## config.mk

```make
export PLATFORM = sky130hd
export DESIGN_NAME = jk_reg_bank
export DESIGN_NICKNAME = d
export VERILOG_FILES = /design/src/rtl/jk_pkg.sv /design/src/rtl/jk_cell.sv /design/src/rtl/jk_reg_bank.sv
export SDC_FILE = /design/constraint.sdc
export NUM_CORES = 1
export LEC_CHECK = 0
export ABC_AREA = 1
export ABC_CLOCK_PERIOD_IN_PS = 2800
export CORE_AREA = 3 3 40 42
export CTS_BUF_LIST = sky130_fd_sc_hd__clkbuf_4 sky130_fd_sc_hd__clkbuf_8
export DETAILED_ROUTE_END_ITERATION = 16
export DIE_AREA = 0 0 43 45
export PLACE_DENSITY = 0.75
export SLEW_MARGIN = 10
export SYNTH_ARGS = -nofsm -noshare
export SYNTH_HDL_FRONTEND = slang
export SYNTH_SLANG_ARGS = --single-unit
export TNS_END_PERCENT = 50
```

## constraint.sdc

```tcl
create_clock -name clk -period 2.8 [get_ports clk]
set_clock_uncertainty 0.1 [all_clocks]
set_input_delay 0.42 -clock clk [delete_from_list [all_inputs] [get_ports clk]]
set_output_delay 0.42 -clock clk [all_outputs]
set_load 0.01 [all_outputs]
```

## src/rtl/jk_pkg.sv

```systemverilog
// Shared encodings for the JK register bank: operating modes and per-cell JK pairs.
package jk_pkg;

  typedef enum logic [1:0] {
    MODE_JK     = 2'd0,
    MODE_TOGGLE = 2'd1,
    MODE_LOAD   = 2'd2,
    MODE_COUNT  = 2'd3
  } mode_e;

  // {j,k} pair as seen by a single cell
  typedef enum logic [1:0] {
    JK_HOLD   = 2'b00,
    JK_RESET  = 2'b01,
    JK_SET    = 2'b10,
    JK_TOGGLE = 2'b11
  } jk_pair_e;

endpackage

```

## src/rtl/jk_cell.sv

```systemverilog
// Single JK flip-flop with async active-low reset, clock enable and synchronous clear.
module jk_cell
  import jk_pkg::*;
(
  input  logic clk,
  input  logic rstb,
  input  logic en,
  input  logic clr,
  input  logic j,
  input  logic k,
  output logic q,
  output logic qb
);

  logic r_q;

  always_ff @(posedge clk or negedge rstb) begin
    if (!rstb) begin
      r_q <= 1'b0;
    end else if (en) begin
      if (clr) begin
        r_q <= 1'b0;
      end else begin
        case ({j, k})
          JK_HOLD:   r_q <= r_q;
          JK_RESET:  r_q <= 1'b0;
          JK_SET:    r_q <= 1'b1;
          JK_TOGGLE: r_q <= ~r_q;
          default:   r_q <= r_q;
        endcase
      end
    end
  end

  // Derived from the same flop so qb can never lag q, including in reset.
  assign q  = r_q;
  assign qb = ~r_q;

endmodule

```

## src/rtl/jk_reg_bank.sv

```systemverilog
// Bank of JK cells; maps JK/TOGGLE/LOAD/COUNT modes onto per-cell (j,k) and
// builds the ripple-free count chain and terminal-count flag.
module jk_reg_bank
  import jk_pkg::*;
#(
  parameter int unsigned WIDTH = 4
) (
  input  logic             clk,
  input  logic             rstb,
  input  logic             en,
  input  logic             clr,
  input  logic [1:0]       mode,
  input  logic             up,
  input  logic [WIDTH-1:0] j,
  input  logic [WIDTH-1:0] k,
  output logic [WIDTH-1:0] q,
  output logic [WIDTH-1:0] qb,
  output logic             tc
);

  logic [WIDTH-1:0] w_q;
  logic [WIDTH-1:0] w_qb;
  logic [WIDTH-1:0] w_t;
  logic [WIDTH-1:0] w_j;
  logic [WIDTH-1:0] w_k;

  // Toggle enable per bit: AND of all lower bits (up) or their complements (down).
  always_comb begin
    logic w_run;
    w_t   = '0;
    w_run = 1'b1;
    for (int i = 0; i < int'(WIDTH); i++) begin
      w_t[i] = w_run;
      w_run  = w_run & (up ? w_q[i] : ~w_q[i]);
    end
  end

  always_comb begin
    w_j = '0;
    w_k = '0;
    case (mode)
      MODE_JK: begin
        w_j = j;
        w_k = k;
      end
      MODE_TOGGLE: begin
        w_j = j;
        w_k = j;
      end
      MODE_LOAD: begin
        w_j = j;
        w_k = ~j;
      end
      MODE_COUNT: begin
        w_j = w_t;
        w_k = w_t;
      end
      default: begin
        w_j = '0;
        w_k = '0;
      end
    endcase
  end

  for (genvar g = 0; g < int'(WIDTH); g++) begin : g_cell
    jk_cell u_cell (
      .clk  (clk),
      .rstb (rstb),
      .en   (en),
      .clr  (clr),
      .j    (w_j[g]),
      .k    (w_k[g]),
      .q    (w_q[g]),
      .qb   (w_qb[g])
    );
  end

  assign q  = w_q;
  assign qb = w_qb;
  assign tc = en & (mode == MODE_COUNT) & (up ? (&w_q) : ~(|w_q));

endmodule

```

==> reports/summary.txt, run 1 <==
Post-CTS setup buffer count: 0
Post-Synth XOR/XNOR Area: 0
Post-synth top area share: 0.2089
Crit. Startpoint: mode[1]
Crit Path Max Fanout: 5
Synthesized Nets: 95
Sequential Area: 100.1 um2
Critical path capture point type: output pin
Register area share after synthesis: 0.2089
Fin Hold WS: 0.2826 ns
Dpl hpwl: 1.024 mm
Final period util: 0.9187
Area delta synth->final: 45.69%
# nets final: 116
Post-synth top cells: nand2_1 (24), buf_4 (8), inv_1 (7), nor2_1 (7), a21oi_1 (6)
Logic pwr share: 0.465
Cell taking the most area after synthesis: dfrtp_1
Max H-tree Level: 1
Clock root cell: clkbuf_4
Top-count cell post-synth: nand2_1
Simple-Gate Fraction of Synth Area: 0.3342
Die area: 1935 um2
Area post-placement: 675.6 um2
Synth Area in Compound Gates: 0.2428
Mapped cell area: 479.2 um2
Internal: 190.6 uW
Ant diodes: 0
Final hold vios: 0
Clock latency at the later pin of the worst-skew pair: 0.25 ns
Clock share of power: 0.270
Run status: complete, no violations
Crit path launch type: input pin
GRT Total Usage: 0.1425
First-pass DRT Iterations: 4
Mux share of post-synthesis cell area: 0
Avg Cell Area, Syn: 5.990 um2
Crit path time final: 2.572 ns
Clock transition at path regs: 0.05 ns
Post-Synthesis Cells: 80
Setup tns final: 0 ns
Reg2Reg Depth: 7
IO Port Bufs: 23
Die Wd: 43 um
Row cnt: 13
Top cells by area, synth: dfrtp_1 (21%), nand2_1 (19%), buf_4 (13%), a21oi_2 (7.3%), a21oi_1 (6.3%)
Max Slew Vio Count: 0
Multi-input gate area: 276.5 um2
Cts repair resizes: 0
Fillcell total: 138
TritonCTS clock tree: done
Critical R2R Launch: g_cell[1].u_cell.q$_DFFE_PN0P_
Via count: 556
Share of cells above drive strength 1: 0.1818
Largest net degree at the start of global routing: 7
Hold_buf cts: 0
Via density: 4.877
Ys flop type: dfrtp_1
Clock sinks: 4
Detail Route Antenna Nets: 0
Overall power: 303.5 uW
Yosys warning count: 0
Sw Share: 0.3721
Wirelength per Cell: 10.91 um
Power density over the cells: 434.6 nW/um2
GRT overflow: 0
Worst Hold Class: input pin to asynchronous set/reset pin
Largest family of logic cells by synthesized area: simple AND/OR/NAND/NOR gates
Initial Util: 0.3729
Number of max-cap violations: 0
Finished Layout Cells: 114
Placed cell count: 111
Max reg flops: 4
Final setup fails: 0
DR iter-0 viols: 22
#FFs+latches synth: 4
Pleak: 0.0003284 uW
I/O pins: 24
Worst setup path endpoint: tc
Max_slew headroom: 0.8157
CTS buffer count: 3
Actual slew at the worst max-slew pin: 0.2756 ns
RSZ-0062 raised after global routing: false
Placeable Area: 1285 um2
Sw Pwr: 112.9 uW
CP required: 2.28 ns
Vias in the first global route: 513
Remaining DRCs: 0
Synth cell types: 18
Gpl congestion: 0.8356
Worst-case clock buffer depth: 2
Adder-cell area share of the yosys netlist: 0
Finished Cell Area: 698.2 um2
Reg2reg end: g_cell[3].u_cell.q$_DFFE_PN0P_
CP Class: input pin to output pin
First-pass GRT wire length: 2.049 mm
Number of synthesized flops with an enable pin: 0
Critical Path AT: 2.05 ns
Seq pwr share: 0.265
Fmax: 388.7 MHz
Ys async rst share: 1.000
Setup slack, reg-to-reg: 1.49 ns
DIE HEIGHT: 45 um
Initial antenna violation count: 0
Max VDD drop: 214.2 uV
Final WL: 1.244 mm
how the worst min path moves through the flow:
stage	startpoint	slack, ns	endpoint	cells past startpoint
global placement	g_cell[2].u_cell.q$_DFFE_PN0P_	0.47	g_cell[2].u_cell.q$_DFFE_PN0P_	2
global route	rstb	0.30	g_cell[1].u_cell.q$_DFFE_PN0P_	1
detailed placement	g_cell[3].u_cell.q$_DFFE_PN0P_	0.48	g_cell[3].u_cell.q$_DFFE_PN0P_	2
finish	rstb	0.28	g_cell[1].u_cell.q$_DFFE_PN0P_	1
CTS	rstb	0.29	g_cell[1].u_cell.q$_DFFE_PN0P_	1
floorplan	rstb	0.02	g_cell[0].u_cell.q$_DFFE_PN0P_	0
layer usage:
| layer | global-route usage | up-vias | share of wire |
|---|---|---|---|
| met2 | 0.2305 | 31 | 0.46 |
| met3 | 0.01195 | 4 | 0.070 |
| li1 | - | 290 | - |
| met4 | 0.09036 | 0 | 0.014 |
| met1 | 0.1836 | 231 | 0.45 |
| met5 | 0 | - | 0 |
power by group through the flow:
stage | clock network, uW | logic, uW | registers [uW]
global placement | 0 | 140 | 81.0
finish | 82.0 | 141 | 80.4
CTS | 82.4 | 142 | 80.3
detailed placement | 0 | 141 | 81.0
global route | 85.4 | 156 | 82.6
floorplan | 0 | 92.7 | 77.9
cells by family (layout without fill, tap and decap cells):
family,Yosys count,after routing
AOI/OAI and AO/OA,19,19
buffers and inverters,19,38
DFF,4,4
and+or+nand+nor,38,38
area by class of cell:
cell class	instances	area share
multi-input cells	57	0.3961
repair buffers	24	0.3405
clock buffers	3	0.03226
well taps	15	0.02688
flip-flops and latches	4	0.1434
inverters	11	0.06093
stage by stage:
step,worst slack (ns),utilization
floorplan,1.399,-
CTS,0.2320,0.5433
global placement,0.2791,0.5258
finish,0.2275,0.5433
detailed placement,0.2370,0.5258
global route,0.1370,0.5433
placed cells by master (no fill, tap or decap):
| master | n |
|---|---|
| a21oi_1 | 6 |
| a21oi_2 | 4 |
| and3_2 | 1 |
| buf_4 | 1 |
| clkbuf_4 | 3 |
| clkdlybuf4s50_1 | 23 |
| clkinv_2 | 1 |
| dfrtp_1 | 4 |
| inv_1 | 7 |
| inv_2 | 3 |
| nand2_1 | 24 |
| nand2_2 | 3 |
| nand3_1 | 1 |
| nand4_1 | 1 |
| nor2_1 | 7 |
| nor2_2 | 1 |
| o211ai_1 | 1 |
| o21ai_0 | 5 |
| o21ai_1 | 2 |
| o21ai_2 | 1 |
worst max-delay path, cell delays in order:
cell             delay, ns
clkdlybuf4s50_1       0.56
nand2_2               0.13
clkinv_2              0.07
o21ai_2               0.05
nor2_2                0.12
and3_2                0.18
clkdlybuf4s50_1       0.52
(Power assumes the default switching activity.)
==> inputs of run 2 (changes only) <==
CTS_CLUSTER_DIAMETER = 30   (was unset)
CTS_CLUSTER_SIZE = 20   (was unset)
==> results of run 2 <==
Same layout as run 1: the final DEF is identical, and so are final timing and power.
